**src/rtl/id_hazard_scoreboard_pkg.sv**
```systemverilog
// rtl/id_hazard_scoreboard_pkg.sv - shared pipeline constants and types for the ID hazard scoreboard
package id_hazard_scoreboard_pkg;

    // Architectural register file geometry
    localparam int NREGS  = 32;
    localparam int RSEL_W = 5;

    // Width of each per-register in-flight writer counter
    localparam int CNTW = 2;

    typedef logic [RSEL_W-1:0] rsel_t;
    typedef logic [CNTW-1:0]   cnt_t;

    localparam rsel_t REG_ZERO = 5'd0;
    localparam rsel_t REG_LINK = 5'd31;

    // Largest number of writers that may be outstanding on one register
    function automatic cnt_t cnt_max();
        return {CNTW{1'b1}};
    endfunction

endpackage

```
**src/rtl/id_hazard_scoreboard_if.sv**
```systemverilog
// rtl/id_hazard_scoreboard_if.sv - decode-stage hazard interface between ID datapath and scoreboard
interface id_hazard_scoreboard_if;
    import id_hazard_scoreboard_pkg::*;

    // Instruction currently in ID
    logic        i_id_valid;
    rsel_t       i_rs;
    rsel_t       i_rt;
    logic        i_rs_used;
    logic        i_rt_used;
    rsel_t       i_dst;
    logic        i_dst_wr;
    logic        i_is_load;
    logic        i_flush;

    // Retirement (writeback) of a previously issued writer
    logic        i_wb_valid;
    rsel_t       i_wb_rd;

    // Pipeline control back to IF/ID and ID/EX
    logic        o_issue;
    logic        o_stall;
    logic        o_bubble;
    logic        o_err;
    logic [31:0] o_stall_cycles;

    modport master (
        output i_id_valid, i_rs, i_rt, i_rs_used, i_rt_used,
        output i_dst, i_dst_wr, i_is_load, i_flush,
        output i_wb_valid, i_wb_rd,
        input  o_issue, o_stall, o_bubble, o_err, o_stall_cycles
    );

    modport slave (
        input  i_id_valid, i_rs, i_rt, i_rs_used, i_rt_used,
        input  i_dst, i_dst_wr, i_is_load, i_flush,
        input  i_wb_valid, i_wb_rd,
        output o_issue, o_stall, o_bubble, o_err, o_stall_cycles
    );

endinterface

```
**src/rtl/id_hazard_scoreboard_reg_inflight_counter.sv**
```systemverilog
// rtl/id_hazard_scoreboard_reg_inflight_counter.sv - per-register up/down count of in-flight writers
module reg_inflight_counter #(
    parameter int W = 2
) (
    input  logic         i_clk,
    input  logic         i_rst,
    input  logic         i_inc,
    input  logic         i_dec,
    output logic [W-1:0] o_cnt,
    output logic         o_underflow
);

    logic [W-1:0] r_cnt;

    // A retire against an empty counter is a bookkeeping error upstream
    assign o_underflow = i_dec & (r_cnt == '0);
    assign o_cnt       = r_cnt;

    // Simultaneous issue and retire cancel; saturate at both ends so the count never wraps
    always_ff @(posedge i_clk or posedge i_rst) begin
        if (i_rst) begin
            r_cnt <= '0;
        end else if (i_inc && !i_dec && (r_cnt != '1)) begin
            r_cnt <= r_cnt + W'(1);
        end else if (i_dec && !i_inc && (r_cnt != '0)) begin
            r_cnt <= r_cnt - W'(1);
        end
    end

endmodule

```
**src/rtl/id_hazard_scoreboard.sv**
```systemverilog
// rtl/id_hazard_scoreboard.sv - ID-stage register scoreboard and stall control; optional FORWARDING_EN
module id_hazard_scoreboard
    import id_hazard_scoreboard_pkg::*;
(
    input  logic                  i_clk,
    input  logic                  i_rst,
    id_hazard_scoreboard_if.slave bus
);

    logic        w_busy_rs;
    logic        w_busy_rt;
    logic        w_dst_full;
    logic        w_hazard;
    logic        w_issue;
    logic        w_stall;
    logic [31:0] r_stall_cycles;

`ifndef FORWARDING_EN
    // Full scoreboard: every writer is tracked until it retires
    cnt_t             w_cnt [NREGS];
    logic [NREGS-1:0] w_uf;
    logic             r_err;
    logic             w_unused_ld;

    assign w_cnt[0]    = '0;
    assign w_uf[0]     = 1'b0;
    assign w_unused_ld = bus.i_is_load;

    for (genvar g = 1; g < NREGS; g++) begin : g_cnt
        logic w_inc;
        logic w_dec;

        assign w_inc = w_issue & bus.i_dst_wr & (bus.i_dst == RSEL_W'(g));
        assign w_dec = bus.i_wb_valid & (bus.i_wb_rd == RSEL_W'(g));

        reg_inflight_counter #(.W(CNTW)) u_cnt (
            .i_clk       (i_clk),
            .i_rst       (i_rst),
            .i_inc       (w_inc),
            .i_dec       (w_dec),
            .o_cnt       (w_cnt[g]),
            .o_underflow (w_uf[g])
        );
    end

    // Retire in the same cycle is not bypassed: busy is judged on the registered count
    assign w_busy_rs  = (w_cnt[bus.i_rs] != '0);
    assign w_busy_rt  = (w_cnt[bus.i_rt] != '0);
    assign w_dst_full = bus.i_dst_wr & (w_cnt[bus.i_dst] == cnt_max());

    // Sticky error once any retire hits an empty counter
    always_ff @(posedge i_clk or posedge i_rst) begin
        if (i_rst) begin
            r_err <= 1'b0;
        end else if (|w_uf) begin
            r_err <= 1'b1;
        end
    end

    assign bus.o_err = r_err;
`else
    // With forwarding only a load result one slot ahead can block a reader
    logic  r_ld_vld;
    rsel_t r_ld_rd;
    logic  w_unused_wb;

    assign w_unused_wb = ^{bus.i_wb_valid, bus.i_wb_rd};
    assign w_busy_rs   = r_ld_vld & (r_ld_rd == bus.i_rs) & (bus.i_rs != REG_ZERO);
    assign w_busy_rt   = r_ld_vld & (r_ld_rd == bus.i_rt) & (bus.i_rt != REG_ZERO);
    assign w_dst_full  = 1'b0;

    // Remember an issuing load for exactly one cycle (its load-use window)
    always_ff @(posedge i_clk or posedge i_rst) begin
        if (i_rst) begin
            r_ld_vld <= 1'b0;
            r_ld_rd  <= REG_ZERO;
        end else begin
            r_ld_vld <= w_issue & bus.i_is_load & bus.i_dst_wr & (bus.i_dst != REG_ZERO);
            r_ld_rd  <= bus.i_dst;
        end
    end

    assign bus.o_err = 1'b0;
`endif

    assign w_hazard = bus.i_id_valid &
                      ((bus.i_rs_used & w_busy_rs) |
                       (bus.i_rt_used & w_busy_rt) |
                       w_dst_full);

    // A flush drops the instruction outright, so it never stalls
    assign w_stall = w_hazard & ~bus.i_flush;
    assign w_issue = bus.i_id_valid & ~w_hazard & ~bus.i_flush;

    assign bus.o_stall  = w_stall;
    assign bus.o_bubble = w_stall | bus.i_flush;
    assign bus.o_issue  = w_issue;

    // Saturating count of cycles spent stalled
    always_ff @(posedge i_clk or posedge i_rst) begin
        if (i_rst) begin
            r_stall_cycles <= '0;
        end else if (w_stall && (r_stall_cycles != 32'hFFFF_FFFF)) begin
            r_stall_cycles <= r_stall_cycles + 32'd1;
        end
    end

    assign bus.o_stall_cycles = r_stall_cycles;

endmodule

```
**src/flat_wrapper.sv**
```systemverilog
// flat-port wrapper written by rule: the top's interface ports become plain ports
module id_hazard_scoreboard_flat import id_hazard_scoreboard_pkg::*;
  (i_clk, i_rst, bus_i_id_valid, bus_i_rs, bus_i_rt, bus_i_rs_used, bus_i_rt_used, bus_i_dst, bus_i_dst_wr, bus_i_is_load, bus_i_flush, bus_i_wb_valid, bus_i_wb_rd, bus_o_issue, bus_o_stall, bus_o_bubble, bus_o_err, bus_o_stall_cycles);
  id_hazard_scoreboard_if bus_i ();
  input  logic i_clk;
  input  logic i_rst;
  input wire logic [$bits(bus_i.i_id_valid)-1:0] bus_i_id_valid;
  input wire logic [$bits(bus_i.i_rs)-1:0] bus_i_rs;
  input wire logic [$bits(bus_i.i_rt)-1:0] bus_i_rt;
  input wire logic [$bits(bus_i.i_rs_used)-1:0] bus_i_rs_used;
  input wire logic [$bits(bus_i.i_rt_used)-1:0] bus_i_rt_used;
  input wire logic [$bits(bus_i.i_dst)-1:0] bus_i_dst;
  input wire logic [$bits(bus_i.i_dst_wr)-1:0] bus_i_dst_wr;
  input wire logic [$bits(bus_i.i_is_load)-1:0] bus_i_is_load;
  input wire logic [$bits(bus_i.i_flush)-1:0] bus_i_flush;
  input wire logic [$bits(bus_i.i_wb_valid)-1:0] bus_i_wb_valid;
  input wire logic [$bits(bus_i.i_wb_rd)-1:0] bus_i_wb_rd;
  output wire logic [$bits(bus_i.o_issue)-1:0] bus_o_issue;
  output wire logic [$bits(bus_i.o_stall)-1:0] bus_o_stall;
  output wire logic [$bits(bus_i.o_bubble)-1:0] bus_o_bubble;
  output wire logic [$bits(bus_i.o_err)-1:0] bus_o_err;
  output wire logic [$bits(bus_i.o_stall_cycles)-1:0] bus_o_stall_cycles;
  assign bus_i.i_id_valid = bus_i_id_valid;
  assign bus_i.i_rs = bus_i_rs;
  assign bus_i.i_rt = bus_i_rt;
  assign bus_i.i_rs_used = bus_i_rs_used;
  assign bus_i.i_rt_used = bus_i_rt_used;
  assign bus_i.i_dst = bus_i_dst;
  assign bus_i.i_dst_wr = bus_i_dst_wr;
  assign bus_i.i_is_load = bus_i_is_load;
  assign bus_i.i_flush = bus_i_flush;
  assign bus_i.i_wb_valid = bus_i_wb_valid;
  assign bus_i.i_wb_rd = bus_i_wb_rd;
  assign bus_o_issue = bus_i.o_issue;
  assign bus_o_stall = bus_i.o_stall;
  assign bus_o_bubble = bus_i.o_bubble;
  assign bus_o_err = bus_i.o_err;
  assign bus_o_stall_cycles = bus_i.o_stall_cycles;
  id_hazard_scoreboard u_core (.i_clk(i_clk), .i_rst(i_rst), .bus(bus_i));
endmodule
```
**config.mk**
```make
export PLATFORM = sky130hd
export DESIGN_NAME = id_hazard_scoreboard_flat
export DESIGN_NICKNAME = d
export VERILOG_FILES = /design/src/rtl/id_hazard_scoreboard_pkg.sv /design/src/rtl/id_hazard_scoreboard_if.sv /design/src/rtl/id_hazard_scoreboard_reg_inflight_counter.sv /design/src/rtl/id_hazard_scoreboard.sv /design/src/flat_wrapper.sv
export SDC_FILE = /design/constraint.sdc
export NUM_CORES = 1
export LEC_CHECK = 0
export CAP_MARGIN = 20
export CORE_MARGIN = 2
export CORE_UTILIZATION = 55
export CTS_CLUSTER_SIZE = 10
export DETAILED_ROUTE_END_ITERATION = 7
export GPL_ROUTABILITY_DRIVEN = 0
export GPL_TIMING_DRIVEN = 0
export PLACE_DENSITY_LB_ADDON = 0.1
export SYNTH_ARGS = -nofsm -noshare
export SYNTH_HDL_FRONTEND = slang
export SYNTH_HIERARCHICAL = 1
export SYNTH_SLANG_ARGS = --single-unit
```
**constraint.sdc**
```tcl
create_clock -name i_clk -period 3.28 [get_ports i_clk]
set_input_delay 0.328 -clock i_clk [delete_from_list [all_inputs] [get_ports i_clk]]
set_output_delay 0.328 -clock i_clk [all_outputs]
set_load 0.03 [all_outputs]
```
-- Yosys cells after proc, flatten, opt, wreduce, memory -nomap -nowiden
Index checks and enable logic that the tools add are counted.
- register bits after elaboration: 95
- latch bits: 0
- memory bits (writable): 0
- bits in read-only memories: 0
- input bits: 29
- output and inout port bits: 36
- logic and storage cells: 657
- memories kept: 0
- $add $sub $neg: 63
- multipliers: 0
- divide/modulo/power cells: 0
- magnitude comparators: 3
- equality and inequality tests: 95
- shifts and indexed selects: 0
- multiplexer cells: 71
- bitwise operators: 109
- reduce and logical (&&, ||, !) cells: 283
- operator list (operator ; count):
    5-bit equality test, second input constant ; 32
    2-bit 2-to-1 mux ; 68
    2-bit nonzero test ; 64
    1-bit logical AND ; 125
    1-bit AND ; 101
    5-bit by 4-bit equality test with 1-bit output, second input constant ; 16
    2-bit by 1-bit adder with 2-bit output, second input constant ; 31
    1-bit logical NOT ; 62
    2-bit logical NOT ; 31
    2-bit inequality test, second input constant ; 31
    2-bit by 1-bit subtractor with 2-bit output, second input constant ; 31
    5-bit by 3-bit equality test with 1-bit output, second input constant ; 8
    32-bit by 1-bit adder with 32-bit output, second input constant ; 1
    32-bit inequality test, second input constant ; 1
    31-bit OR reduction ; 1
    2-bit binary-select mux with 5-bit select ; 3
    5-bit by 2-bit equality test with 1-bit output, second input constant ; 4
    6-bit greater-or-equal comparator, second input constant ; 3
    5-bit inverter with 6-bit output ; 3
    5-bit by 1-bit equality test with 1-bit output, second input constant ; 2
    1-bit bitwise OR ; 3
    2-bit equality test, second input constant ; 1
    1-bit inverter ; 2

-- Depth between registers and ports, before layout
Gate-level depths: netlist (run 1).
- word-level depth: 19
- gate-level depth with buffers: 14
- gate-level depth less buffers: 11

-- Hierarchy
The synthesis (run 1) kept the hierarchy.
- by module, submodules not included (module ; times used ; cells each ; area an instance (µm²) ; sequential area each (µm²)):
    reg_inflight_counter ; 31 ; 14 ; 125.1 ; 50.0
    id_hazard_scoreboard ; 1 ; 457 ; 3330.7 ; 825.8

-- Worst setup path before layout (run 1)
Ideal clock, no wire load.
- kind: input port to flip-flop
- start: input bus_i_dst[3]
- end: register u_core.g_cnt[8].u_cnt.r_cnt[0]
- library setup time: 0.127 ns
- data arrival time: 2.638 ns
- data required time: 3.153 ns
- slack: 0.516 ns
- stages: 12
- path buffers: 2
- cell sequence: buf_4 > mux4_2 > mux2i_1 > a41o_1 > a2111o_1 > nor3b_4 > nand2_2 > buf_6 > nor3_1 > and3b_1 > nor3_2 > a21oi_2
- longest elaborated chain between the ends: 17
- elaborated cells on any way between the ends: 21
- those cells by class: eq/ne: 2; mux: 4; bitwise: 9; reduce/logical: 6
- RTL lines (element ; line ; text):
    start: declaration ; flat_wrapper.sv:12 ; input wire logic [$bits(bus_i.i_dst)-1:0] bus_i_dst;
    5-bit inverter with 6-bit output (not written as such) ; id_hazard_scoreboard.sv:49 ; assign w_dst_full = bus.i_dst_wr & (w_cnt[bus.i_dst] == cnt_max());
    2-bit binary-select mux with 5-bit select ; id_hazard_scoreboard.sv:49 ;
    2-bit 2-to-1 mux (not written as such) (2 in series) ; id_hazard_scoreboard.sv:49 ;
    2-bit equality test ; id_hazard_scoreboard.sv:49 ;
    1-bit AND ; id_hazard_scoreboard.sv:49 ;
    1-bit bitwise OR ; id_hazard_scoreboard.sv:88 ; (bus.i_rt_used & w_busy_rt) |
    1-bit AND ; id_hazard_scoreboard.sv:86 ; assign w_hazard = bus.i_id_valid &
    1-bit inverter ; id_hazard_scoreboard.sv:93 ; assign w_issue = bus.i_id_valid & ~w_hazard & ~bus.i_flush;
    1-bit AND (2 in series) ; id_hazard_scoreboard.sv:93 ;
    1-bit AND ; id_hazard_scoreboard.sv:33 ; assign w_inc = w_issue & bus.i_dst_wr & (bus.i_dst == RSEL_W'(g));
    1-bit AND (*) ; id_hazard_scoreboard.sv:33 ;
    via u_core.g_cnt[8].w_inc ; id_hazard_scoreboard.sv:30 ; logic w_inc;
    1-bit logical NOT ; id_hazard_scoreboard_reg_inflight_counter.sv:25 ; end else if (i_dec && !i_inc && (r_cnt != '0)) begin
    1-bit logical AND (2 in series) ; id_hazard_scoreboard_reg_inflight_counter.sv:25 ;
    2-bit nonzero test (no line) ; - ;
    end signal: assignment ; id_hazard_scoreboard_reg_inflight_counter.sv:24 ; r_cnt <= r_cnt + W'(1);
    end signal: assignment ; id_hazard_scoreboard_reg_inflight_counter.sv:26 ; r_cnt <= r_cnt - W'(1);
    end: declaration ; id_hazard_scoreboard_reg_inflight_counter.sv:13 ; logic [W-1:0] r_cnt;
Mark *: on every way through the listed nets, which the timed path passes. The rest lies on a longest branch. The select of a mux whose other input is x is not followed.
A chain may end at the register's enable or synchronous reset.

-- Worst setup path after layout (run 1)
- start: input bus_i_rt[1]
- end: register u_core.g_cnt[14].u_cnt.r_cnt[0]
- longest elaborated chain between the ends: 18
- elaborated cells on any way between the ends: 21
- those cells by class: mux: 4; bitwise: 10; reduce/logical: 7
- RTL lines (element ; line ; text):
    start: declaration ; flat_wrapper.sv:9 ; input wire logic [$bits(bus_i.i_rt)-1:0] bus_i_rt;
    5-bit inverter with 6-bit output (not written as such) (*) ; id_hazard_scoreboard.sv:48 ; assign w_busy_rt = (w_cnt[bus.i_rt] != '0);
    2-bit binary-select mux with 5-bit select (*) ; id_hazard_scoreboard.sv:48 ;
    2-bit 2-to-1 mux (not written as such) (*) (2 in series) ; id_hazard_scoreboard.sv:48 ;
    2-bit nonzero test (*) ; id_hazard_scoreboard.sv:48 ;
    1-bit AND (*) ; id_hazard_scoreboard.sv:88 ;
    1-bit bitwise OR (*) ; id_hazard_scoreboard.sv:87 ; ((bus.i_rs_used & w_busy_rs) |
    1-bit bitwise OR (*) ; id_hazard_scoreboard.sv:88 ;
    1-bit AND (*) ; id_hazard_scoreboard.sv:86 ;
    1-bit inverter (*) ; id_hazard_scoreboard.sv:93 ;
    1-bit AND (*) (2 in series) ; id_hazard_scoreboard.sv:93 ;
    1-bit AND (*) (2 in series) ; id_hazard_scoreboard.sv:33 ;
    via u_core.g_cnt[14].w_inc ; id_hazard_scoreboard.sv:30 ;
    1-bit logical NOT ; id_hazard_scoreboard_reg_inflight_counter.sv:25 ;
    1-bit logical AND (2 in series) ; id_hazard_scoreboard_reg_inflight_counter.sv:25 ;
    2-bit nonzero test (no line) ; - ;
    end signal: assignment ; id_hazard_scoreboard_reg_inflight_counter.sv:24 ;
    end signal: assignment ; id_hazard_scoreboard_reg_inflight_counter.sv:26 ;
    end: declaration ; id_hazard_scoreboard_reg_inflight_counter.sv:13 ;
Marks and branches as above.

==> results of run 1 <==
[through the flow]
stage	TNS, ps	cell area (µm²)
after floorplan	0	7210
after global placement	-32700	8020
after detailed placement	-34420	8070
after CTS	0	8390
after global routing	-368	8630
final	0	8630
[final cells by class]
type | count | area (µm²) | share of cell area [%]
Clock buffer | 10 | 229 | 2.65
Sequential cell | 95 | 2380 | 27.6
Buffer | 28 | 173 | 2.00
Timing Repair Buffer | 72 | 741 | 8.58
Clock inverter | 6 | 50.0 | 0.580
Tap cell | 172 | 215 | 2.49
Multi-Input combinational cell | 727 | 4700 | 54.4
Inverter | 40 | 150 | 1.74
[cell usage in the layout, fill, tap and decap left out, types with 5 or more instances in the layout]
cell	count
nor2b_2	5
a21oi_2	31
o21ai_1	31
and3_1	8
a21oi_1	42
nor4_1	24
buf_4	13
nand3b_1	7
inv_1	40
nor2_1	125
nor3b_1	33
clkdlybuf4s50_1	52
nand2b_1	68
and3b_1	31
nand4_1	15
nor3_1	42
dfrtp_1	93
nand3_1	26
clkbuf_16	10
xor2_1	29
mux4_2	8
nor2b_1	29
buf_6	5
clkbuf_1	13
nor3_2	54
o21ai_0	9
or3_1	5
nand2_1	48
o211ai_1	8
[cells by family after synthesis]
kind of cell,count (synthesis),synth area share (%)
simple gates,537,42.8
compound gates,148,13.4
flops,95,33.0
buf+inv,69,4.11
xor+xnor,31,3.77
mux,10,2.79
fa+ha+maj,1,0.174
[power by group through the flow]
stage / Combinational (W) / Clock [W] / Sequential (W)
6_report: 0.000669 / 0.000996 / 0.00138
5_1_grt: 0.000721 / 0.00108 / 0.00140
4_1_cts: 0.000627 / 0.00103 / 0.00138
3_5_place_dp: 0.000615 / 0 / 0.00140
3_3_place_gp: 0.000604 / 0 / 0.00140
2_1_floorplan: 0.000345 / 0 / 0.00143
[state kept, by name (all words and copies together) (netlist names)]
name                       cells
u_core/g_cnt.u_cnt/o_cnt      62
u_core/bus.o_stall_cycles     32
u_core/bus.o_err               1
[worst max-delay path by stage]
stage                                                             end  slack, ps                                        start  cells past startpoint
after floorplan            u_core/g_cnt[8].u_cnt/o_cnt[0]$_DFFE_PP0P_        520                                 bus_i_dst[3]                     12
after global placement                                    bus_o_issue       -720                                  bus_i_rt[2]                     11
after detailed placement                                  bus_o_issue       -720                                  bus_i_rt[2]                     11
after CTS                                                bus_o_bubble         20                                  bus_i_rs[1]                     11
after global routing      u_core/g_cnt[22].u_cnt/o_cnt[0]$_DFFE_PP0P_        -50  u_core/g_cnt[30].u_cnt/o_cnt[0]$_DFFE_PP0P_                     12
final                     u_core/g_cnt[14].u_cnt/o_cnt[0]$_DFFE_PP0P_         70                                  bus_i_rt[1]                     13
[layer usage]
metal | up-vias | track usage, % | wire length, µm
li1 | 3333 | - | -
met1 | 3288 | 37.4 | 8410
met2 | 315 | 46.3 | 9520
met3 | 53 | 6.52 | 1830
met4 | 0 | 10.0 | 525
met5 | - | 0 | 0
[what timing repair did]
action,in CTS,in global routing
cloned,0,2
buffers inserted,4,5
endpoints found under the setup margin,64,65
resized for setup,17,53
pin swaps,1,2
==> summary.md, run 1 <==
| Metric | Value |
|---|---|
| Hold Path Origin | `u_core/bus.o_stall_cycles[10]$_DFFE_PP0P_` |
| # nets final | `1,003` |
| First DRT Iteration DRCs | `678` |
| Hold endpoint | `u_core/bus.o_stall_cycles[10]$_DFFE_PP0P_` |
| DRC violations left | `0` |
| Sw Share | `32.3%` |
| Antenna violations before repair | `0` |
| Final Slew Violations | `0` |
| Core Box Area | `12,700 µm²` |
| Fraction of layout instances using a drive strength above 1 | `16.4%` |
| Total power | `0.00305 W` |
| Final setup vio count | `0` |
| Slew margin rel. | `a little under 50%` |
| Worst path slowest cell | `clkdlybuf4s50_1` |
| Initial core utilization | `56.7%` |
| Hold Path Depth | `1` |
| Final Hold Vio Count | `0` |
| Place WS | `-725 ps` |
| Worst-skew pair later-pin latency | `360 ps` |
| First-pass GRT wire length | `31,900 µm` |
| Number of global-route vias before repair | `6,370` |
| Syn nets | `921` |
| Critical path startpoint category | `input pin` |
| Synth unique cells | `54` |
| IO Pins | `65` |
| Total clock buffers created by CTS | `9` |
| Required time worst endpoint | `3570 ps` |
| Gr ovfl total | `0` |
| Worst-path clk slew | `70 ps` |
| Worst path bufs/invs | `3` |
| Fmax | `0.312 GHz` |
| Die Wd | `118 µm` |
| Fin cells | `approximately 1,200` |
| Delay-heaviest family, CP | `simple AND/OR/NAND/NOR gates` |
| Fillers | `1,168` |
| Pwr dens | `353 nW/µm²` |
| Pint | `0.00206 W` |
| FF-to-FF Start | `u_core/g_cnt[13].u_cnt/o_cnt[0]$_DFFE_PP0P_` |
| Net Switching | `0.000985 W` |
| GR Util All Layers | `approximately 28%` |
| Clock share of power | `32.7%` |
| Part of the cycle the worst path needs | `97.8%` |
| CTS Hold Bufs | `0` |
| CP Capture Type | `register` |
| WHS | `487 ps` |
| Hpwl dp | `14,900 µm` |
| DR vias/cell | `just over 6` |
| Post-synth EDFFs | `0` |
| Finished Core Util | `67.9%` |
| Most common cell in the netlist | `nor2_1` |
| Max incr delay on CP | `540 ps` |
| Num Clock Sinks | `95` |
| Synth area leaders | `dfrtp_1 (33%), nor2_1 (6.6%), nand2b_1 (5.9%)` |
| WL final | `20,300 µm` |
| Max IR drop VDD | `between 300 and 400 µV` |
| Die ar. | `14,000 µm²` |
| Root Buffer | `clkbuf_16` |
| CTS tree | `yes` |
| Via count | `6,989` |
| Synthesized area | `7210 µm²` |
| Die Y | `118 µm` |
| Routed Antenna Nets | `0` |
| Dpl cells | `1,124` |
| Worst-path fanout max | `10` |
| Area leader, netlist | `dfrtp_1` |
| DRT Pass-1 Iters | `6` |
| Rows | `41` |
| Flop pwr share | `45.3%` |
| Synth warn | `6` |
| Synth async-reset ratio | `100%` |
| Area Growth Syn to Fin | `19.8%` |
| Port bufs | `between 50 and 60` |
| R2r worst-path depth | `12` |
| Worst r2r dst | `u_core/g_cnt[14].u_cnt/o_cnt[0]$_DFFE_PP0P_` |
| Largest net degree at the start of global routing | `23` |
| Cells after synthesis | `891` |
| Final WS setup | `73.6 ps` |
| Clock Skew | `between 6 and 7 ps` |
| Unrepaired setup endpoints after global routing | `yes` |
| Routed WL per cell | `17.6 µm` |
| Mean Syn Cell Area | `a little over 8 µm²` |
| Status | `complete, no violations` |
| Crit Path Class | `input pin to register` |
| Leak pwr | `3.54 nW` |
| Sequential fraction of the synthesis area | `33.0%` |
| Max cap viols | `0` |
| Max Buffers Root-to-Sink | `2` |
| Final min period | `~3200 ps` |
| Combinational fraction of design power | `between 20% and 30%` |
| Number of synthesized register bits | `95` |
| Post-synth top area share | `between 30% and 40%` |
| Critical path arrival | `about 3500 ps` |
| Cell chain of the critical path | `clkdlybuf4s50_1, buf_2, a211oi_1, a2111oi_1, nor4_1, a31o_2, nor3b_4, nand2_4, buf_6, nor3_1, nor2b_1, nor3_2, a21oi_2` |
| Worst slew pin tran | `768 ps` |
| Setup slack, reg-to-reg | `90 ps` |
| H-tree depth | `3` |
| Ant diodes | `0` |
| Hold Path Class | `register to register` |
| Post-synth top flop | `dfrtp_1` |
| Most frequent cells after synthesis | `nor2_1 (126), dfrtp_1 (95), nand2b_1 (68)` |
(Power assumes the default switching activity.)
==> run 2: changes to the inputs <==
--- a/config.mk
+++ b/config.mk
@@ -5,7 +5,8 @@
 export SDC_FILE = /design/constraint.sdc
 export NUM_CORES = 1
 export LEC_CHECK = 0
-export CAP_MARGIN = 20
+export ABC_AREA = 1
+export CORE_ASPECT_RATIO = 1.2
 export CORE_MARGIN = 2
 export CORE_UTILIZATION = 55
 export CTS_CLUSTER_SIZE = 10
==> run 2 against run 1 <==
  * Clock skew rose by 4.8 ps
  * First-iteration DRC count rose by 26%
  * Synthesized cell count rose by 68%
  * Largest cell class unchanged
  * Critical endpoint is now bus_o_issue
  * Sequential power rose by 14%
  * Sequential share of layout area fell by 3.3 points
  * Largest power group unchanged
==> summary.md, run 2 <==
| Metric | Value |
|---|---|
| Status | `complete, no violations (unchanged)` |
| WHS | `164 ps (was 487 ps)` |
| Hpwl dp | `20,600 µm (was 14,900 µm)` |
| Critical path arrival | `2740 ps (was 3490 ps)` |
| Final Hold Vio Count | `0 (unchanged)` |
| Finished Core Util | `64.9% (was 67.9%)` |
| Rows | `49 (was 41)` |
| Crit path from | `bus_i_rs[0] (was bus_i_rt[1])` |
| Clock Skew | `11.7 ps (was 6.90 ps)` |
| Max cap viols | `0 (unchanged)` |
| Syn nets | `1,525 (was 921)` |
| Die Wd | `118 µm (about the same)` |
| Fmax | `0.326 GHz (was 0.312 GHz)` |
| Synth area leaders | `dfrtp_1 (28%), nand2_1 (24%), inv_1 (9.0%) (was dfrtp_1 (33%), nor2_1 (6.6%), nand2b_1 (5.9%))` |
| First DRT Iteration DRCs | `851 (was 678)` |
| Crit Path Class | `input pin to primary output (was input pin to register)` |
| Most common cell after layout, fill and taps aside | `nand2_1 (was nor2_1)` |
| Cells after synthesis | `1,495 (was 891)` |
| Via count | `9,492 (was 6,989)` |
| Post-synth EDFFs | `0 (unchanged)` |
| Hold Path Class | `input pin to async pin (was register to register)` |
| Die Y | `140 µm (was 118 µm)` |
| Sequential fraction of the synthesis area | `27.9% (was 33.0%)` |
| Max Buffers Root-to-Sink | `2 (unchanged)` |
| Most frequent cells in the layout | `nand2_1 (549), inv_1 (203), nor2_1 (167) (was nor2_1 (125), dfrtp_1 (93), nand2b_1 (68))` |
| Number of global-route vias before repair | `8,711 (was 6,370)` |
| Routed WL per cell | `15.1 µm (was 17.6 µm)` |
| Part of the cycle the worst path needs | `93.6% (was 97.8%)` |
| Die ar. | `16,500 µm² (was 14,000 µm²)` |
| Post-synthesis compound-gate area fraction | `6.11% (was 13.4%)` |
| Area leader, netlist | `dfrtp_1 (unchanged)` |
| Critical path startpoint category | `input pin (unchanged)` |
| Final Slew Violations | `0 (unchanged)` |
| Final Instance Area | `9790 µm² (was 8630 µm²)` |
| Port bufs | `63 (was 59)` |
| WL final | `26,800 µm (was 20,300 µm)` |
| Most common cell in the netlist | `nand2_1 (was nor2_1)` |
| Total power | `0.00387 W (was 0.00305 W)` |
| Ant diodes | `0 (unchanged)` |
| FF-to-FF Start | `u_core/g_cnt[16].u_cnt/o_cnt[0]$_DFFE_PP0P_ (was u_core/g_cnt[13].u_cnt/o_cnt[0]$_DFFE_PP0P_)` |
| Synthesized area | `8520 µm² (was 7210 µm²)` |
| Largest register FFs | `62 (unchanged)` |
| Area Growth Syn to Fin | `14.8% (was 19.8%)` |
| Core Box Area | `15,100 µm² (was 12,700 µm²)` |
| Total clock buffers created by CTS | `9 (unchanged)` |
| Antenna violations before repair | `0 (unchanged)` |
| Worst slew pin tran | `788 ps (was 768 ps)` |
| H-tree depth | `3 (unchanged)` |
| Most frequent cells after synthesis | `nand2_1 (549), inv_1 (204), nor2_1 (168) (was nor2_1 (126), dfrtp_1 (95), nand2b_1 (68))` |
| Slew margin rel. | `47.0% (was 48.7%)` |
| Synth unique cells | `31 (was 54)` |
| CTS tree | `yes (unchanged)` |
| Post-CTS Setup Inserts | `0 (was 4)` |
| FF/Latch Area | `2380 µm² (about the same)` |
| Simple-gate area share of the yosys netlist | `49.1% (was 42.8%)` |
| Pwr dens | `395 nW/µm² (was 353 nW/µm²)` |
| Final min period | `3070 ps (was 3210 ps)` |
| Root Buffer | `clkbuf_16 (unchanged)` |
| Dpl cells | `1,762 (was 1,124)` |
| Post-synth top flop | `dfrtp_1 (unchanged)` |
| CP Capture Type | `primary output (was register)` |
| IO Pins | `65 (unchanged)` |
| Synth warn | `6 (unchanged)` |
| Leak pwr | `4.73 nW (was 3.54 nW)` |
| Routed Antenna Nets | `0 (unchanged)` |
| Gr ovfl total | `0 (unchanged)` |
| Worst-path fanout max | `5 (was 10)` |
| DRT Pass-1 Iters | `6 (unchanged)` |
| Dpl cell area | `9400 µm² (was 8070 µm²)` |
| Unrepaired setup endpoints after global routing | `no (was yes)` |
| Required time worst endpoint | `2950 ps (was 3570 ps)` |
| Initial core utilization | `56.5% (was 56.7%)` |
| GR Util All Layers | `32.5% (was 28.5%)` |
| Worst-path clk slew | `70 ps (about the same)` |
| Fin cells | `1,779 (was 1,150)` |
| DR vias/cell | `5.34 (was 6.08)` |
| Synth async-reset ratio | `100% (unchanged)` |
| Post-synth top area share | `27.9% (was 33.0%)` |
| Largest net degree at the start of global routing | `34 (was 23)` |
| Mean Syn Cell Area | `5.70 µm² (was 8.09 µm²)` |
| First-pass GRT wire length | `42,800 µm (was 31,900 µm)` |
| Worst-skew pair later-pin latency | `360 ps (about the same)` |
| Fraction of layout instances using a drive strength above 1 | `13.2% (was 16.4%)` |
| # nets final | `1,600 (was 1,003)` |
| DRC violations left | `0 (unchanged)` |
| Num Clock Sinks | `95 (unchanged)` |
| Multi-input logic area | `4990 µm² (was 4700 µm²)` |
| Post-Synth XOR/XNOR Area | `3.19% (was 3.77%)` |
| Fillers | `1,495 (was 1,168)` |
| Max IR drop VDD | `330 µV (was 378 µV)` |
| Post-synthesis adder-cell area fraction | `0.147% (was 0.174%)` |
| Mux cell area share after synthesis | `0% (was 2.79%)` |
| Largest family of logic cells by synthesized area | `simple AND/OR/NAND/NOR gates (unchanged)` |
| Number of synthesized register bits | `95 (unchanged)` |
| Final setup vio count | `0 (unchanged)` |
[run 2: cell count changes after synthesis, sizes merged, moves of 24 or more]
cell	before	now
a21oi	73	36
nor2b	34	0
and3b	31	0
nand2	49	611
nor3b	34	1
inv	40	270
o21ai	40	64
nor2	126	202
nor3	97	16
nand3	26	111
nand2b	68	0
[run 2: critical path, stage by stage]
cell	delay (ps)
clkdlybuf4s50_1	580
nand2_1	220
inv_2	160
nand2_1	60
nand2_1	50
nor2_1	40
nand2_1	100
nand2_1	70
nand2_1	50
nand3b_1	80
nand3_1	140
nand3_4	180
nor2_4	230
clkdlybuf4s15_1	440
[run 2: cell families (layout without fill, tap and decap cells)]
group,after synthesis,in the layout
DFF,95,95
adders and majority gates,1,1
buffers and inverters,292,372
and+or+nand+nor,973,973
xor gates and xnor gates,31,31
AOI/OAI and AO/OA,103,103
[run 2: what timing repair did]
action                                  in CTS  in global routing
cloned                                       0                  0
hold buffers                                 0                  0
gates resized for setup                      1                  8
endpoints found under the setup margin       1                 33
[run 2: layer usage]
| metal | track usage, % | part of all wire, % |
|---|---|---|
| met1 | 37.8 | 39 |
| met2 | 56.0 | 47 |
| met3 | 6.64 | 8.5 |
| met4 | 18.2 | 6.0 |
| met5 | 0 | 0 |
[run 2: path summary, 6_finish.rpt]
path	to	slack, ps	cells past startpoint
worst max-delay path	bus_o_issue	210	14
worst min-delay path	u_core/g_cnt[7].u_cnt/o_cnt[1]$_DFFE_PP0P_	160	2
worst max register to register	u_core/g_cnt[10].u_cnt/o_cnt[0]$_DFFE_PP0P_	470	16
worst min register to register	u_core/bus.o_err$_DFFE_PP0P_	510	1
max in group asynchronous	u_core/bus.o_stall_cycles[3]$_DFFE_PP0P_	2510	3
min in group i_clk	u_core/bus.o_err$_DFFE_PP0P_	510	1
[run 2: area by class of cell]
| type | count | area share [%] |
|---|---|---|
| plain buffers | 22 | 1.50 |
| inverters | 270 | 10.4 |
| multi-input cells | 1108 | 51.0 |
| flip-flops and latches | 95 | 24.3 |
| clock inverters | 4 | 0.754 |
| clock buffers | 12 | 2.72 |
| repair buffers | 64 | 6.75 |
| well taps | 204 | 2.61 |
[run 2: where the power goes]
part / leakage [nW] / internal [W] / switching, W
logic: 3.27 / 0.000393 / 0.000688
clock network: 0.169 / 0.000732 / 0.000470
registers: 1.29 / 0.00130 / 0.000281
[run 2: through the flow]
| step | setup slack (ps) | TNS (ps) |
|---|---|---|
| 2_1_floorplan | 911 | 0 |
| 3_3_place_gp | -142 | -2520 |
| 3_5_place_dp | -146 | -3370 |
| 4_1_cts | 10.9 | 0 |
| 5_1_grt | 9.14 | 0 |
| 6_report | 210 | 0 |
==> run 3: changes to the inputs <==
--- a/config.mk
+++ b/config.mk
@@ -13,7 +13,8 @@
 export DETAILED_ROUTE_END_ITERATION = 7
 export GPL_ROUTABILITY_DRIVEN = 0
 export GPL_TIMING_DRIVEN = 0
-export PLACE_DENSITY_LB_ADDON = 0.1
+export HOLD_SLACK_MARGIN = 0.12
+export PLACE_DENSITY = 0.76
 export SYNTH_ARGS = -nofsm -noshare
 export SYNTH_HDL_FRONTEND = slang
 export SYNTH_HIERARCHICAL = 1
==> run 3 against run 2 <==
  * Cell count is the same
  * Clock skew shrank 5.6 ps
  * First-iteration DRC count grew 3.3%
  * Global-route usage shrank 0.39 points
  * Fmax shrank 1.5%
  * Sequential power is essentially flat
  * Count of clock-buffer cells in the layout shrank 2
  * Clock power shrank 15%
  * Non-clock buffer count is the same
  * Worst setup slack lost 45 ps
  * Cell area shrank 0.33%
  * Register-to-register slack is essentially flat
  * Highest routed layer unchanged
==> summary.md, run 3 (synthesis gave the netlist of run 2 again) <==
| Metric | Value |
|---|---|
| Status | `complete, no violations (unchanged)` |
| Part of the cycle the worst path needs | `95.0% (was 93.6%)` |
| Die Wd | `118 µm (unchanged)` |
| Worst-path clk slew | `70 ps (about the same)` |
| Routed Antenna Nets | `0 (unchanged)` |
| Final setup vio count | `0 (unchanged)` |
| Most frequent cells in the layout | `nand2_1 (549), inv_1 (203), nor2_1 (154) (was nand2_1 (549), inv_1 (203), nor2_1 (167))` |
| # nets final | `1,600 (unchanged)` |
| Hpwl dp | `20,100 µm (was 20,600 µm)` |
| Max IR drop VDD | `321 µV (was 330 µV)` |
| Max Buffers Root-to-Sink | `2 (unchanged)` |
| DRT Pass-1 Iters | `8 (was 6)` |
| Initial core utilization | `56.5% (unchanged)` |
| Worst-skew pair later-pin latency | `360 ps (about the same)` |
| Routed WL per cell | `14.6 µm (was 15.1 µm)` |
| Root Buffer | `clkbuf_16 (unchanged)` |
| Max cap viols | `0 (unchanged)` |
| Clock Skew | `6.12 ps (was 11.7 ps)` |
| Required time worst endpoint | `2950 ps (about the same)` |
| Final Instance Area | `9750 µm² (was 9790 µm²)` |
| Unrepaired setup endpoints after global routing | `yes (was no)` |
| GR Util All Layers | `32.1% (was 32.5%)` |
| WL final | `25,900 µm (was 26,800 µm)` |
| Finished Core Util | `64.7% (was 64.9%)` |
| Largest register FFs | `62 (unchanged)` |
| Num Clock Sinks | `95 (unchanged)` |
| Setup slack, reg-to-reg | `470 ps (about the same)` |
| R2r worst-path depth | `16 (unchanged)` |
| Area Growth Syn to Fin | `14.4% (was 14.8%)` |
| Final min period | `3110 ps (was 3070 ps)` |
| DRC violations left | `0 (unchanged)` |
| Antenna violations before repair | `0 (unchanged)` |
| Critical path startpoint category | `input pin (unchanged)` |
| Worst r2r dst | `u_core/g_cnt[17].u_cnt/o_cnt[0]$_DFFE_PP0P_ (was u_core/g_cnt[10].u_cnt/o_cnt[0]$_DFFE_PP0P_)` |
| Fin cells | `1,779 (unchanged)` |
| Critical path arrival | `2790 ps (was 2740 ps)` |
| Fmax | `0.321 GHz (was 0.326 GHz)` |
| Rows | `49 (unchanged)` |
| First DRT Iteration DRCs | `879 (was 851)` |
| Fraction of layout instances using a drive strength above 1 | `14.0% (was 13.2%)` |
| Final Hold Vio Count | `0 (unchanged)` |
| Place WS | `-242 ps (was -146 ps)` |
| Post-CTS Setup Inserts | `0 (unchanged)` |
| Crit path from | `bus_i_dst[0] (was bus_i_rs[0])` |
| Total clock buffers created by CTS | `9 (unchanged)` |
| Cts repair resizes | `6 (was 1)` |
| Fillers | `1,506 (was 1,495)` |
| Ant diodes | `0 (unchanged)` |
| Crit Path Class | `input pin to primary output (unchanged)` |
| CTS Hold Bufs | `0 (unchanged)` |
| Final WS setup | `165 ps (was 210 ps)` |
| Largest net degree at the start of global routing | `34 (unchanged)` |
| Most common cell after layout, fill and taps aside | `nand2_1 (unchanged)` |
| H-tree depth | `3 (unchanged)` |
| Port bufs | `63 (unchanged)` |
| Via count | `9,334 (was 9,492)` |
| IO Pins | `65 (unchanged)` |
| Gr ovfl total | `0 (unchanged)` |
| Worst-path fanout max | `10 (was 5)` |
| Dpl cell area | `9400 µm² (unchanged)` |
| FF-to-FF Start | `u_core/g_cnt[16].u_cnt/o_cnt[0]$_DFFE_PP0P_ (unchanged)` |
| Dpl cells | `1,762 (unchanged)` |
| DR vias/cell | `5.25 (was 5.34)` |
| Slew margin rel. | `41.8% (was 47.0%)` |
| Core Box Area | `15,100 µm² (unchanged)` |
| CP Capture Type | `primary output (unchanged)` |
| Setup TNS | `0 ps (unchanged)` |
| Final Slew Violations | `0 (unchanged)` |
| CTS tree | `yes (unchanged)` |
| Die Y | `140 µm (unchanged)` |
| Hold Path Class | `input pin to async pin (unchanged)` |
| Die ar. | `16,500 µm² (unchanged)` |
| First-pass GRT wire length | `42,100 µm (was 42,800 µm)` |
| Worst slew pin tran | `865 ps (was 788 ps)` |
| Leak pwr | `4.68 nW (was 4.73 nW)` |
| Number of global-route vias before repair | `8,539 (was 8,711)` |
| Pwr dens | `376 nW/µm² (was 395 nW/µm²)` |
run 3: cell types whose count changed in the layout (fill, tap and decap cells not counted), sizes merged, moves of 2 or more:
cell	before	now
bufinv	2	0
clkbuf	16	14
clkinvlp	0	2
dlygate4sd2	0	3
dlymetal6s2s	3	1
run 3: worst max-delay path, cell delays in order:
cell and delay [ps]:
clkdlybuf4s50_1 550, inv_2 90, buf_2 210, nand2_1 80, nand2_1 50, nand2_1 50
nand2_1 50, nand2_1 50, nand2_1 70, o21ai_0 210, nand2_1 100, nand3_2 120
nand3_4 170, nor2_4 220, dlygate4sd2_1 420
run 3: power by group:
part	leakage, nW	switching [W]	internal, W	total [W]
Clock	0.135	0.000486	0.000538	0.00102
Combinational	3.26	0.000680	0.000392	0.00107
Sequential	1.29	0.000267	0.00130	0.00157
Total	4.68	0.00143	0.00223	0.00367
run 3: layout make-up:
cell class                 count  area [µm²]  area share (%)
buffer                        22         146            1.50
clock inverter                 6        42.5           0.436
clock buffer                  10         239            2.45
timing repair buffer          64         652            6.68
multi-input combinational   1108        5030            51.5
inverter                     270        1010            10.4
sequential                    95        2380            24.4
tap                          204         255            2.62
run 3: worst max-delay path by stage:
stage	end	slack, ps	cells past startpoint
after floorplan	u_core/g_cnt[31].u_cnt/o_cnt[0]$_DFFE_PP0P_	910	16
final	bus_o_issue	170	15
after detailed placement	u_core/g_cnt[1].u_cnt/o_cnt[0]$_DFFE_PP0P_	-240	18
after global placement	u_core/g_cnt[29].u_cnt/o_cnt[0]$_DFFE_PP0P_	-210	18
after CTS	bus_o_stall	20	15
after global routing	u_core/g_cnt[24].u_cnt/o_cnt[0]$_DFFE_PP0P_	-60	18
run 3: metal layers:
metal | up-vias | part of all wire [%] | wire length [µm] | GRT usage (%)
met5 | - | 0 | 0 | 0
met2 | 398 | 45 | 11800 | 52.4
li1 | 4702 | - | - | -
met3 | 104 | 8.1 | 2090 | 6.35
met1 | 4130 | 40 | 10400 | 39.2
met4 | 0 | 6.3 | 1620 | 19.7
run 3: metrics by stage:
step	hold slack (ps)	total power, W
3_3_place_gp	464	0.00262
4_1_cts	189	0.00368
2_1_floorplan	69.2	0.00229
3_5_place_dp	474	0.00264
6_report	164	0.00367
5_1_grt	204	0.00392
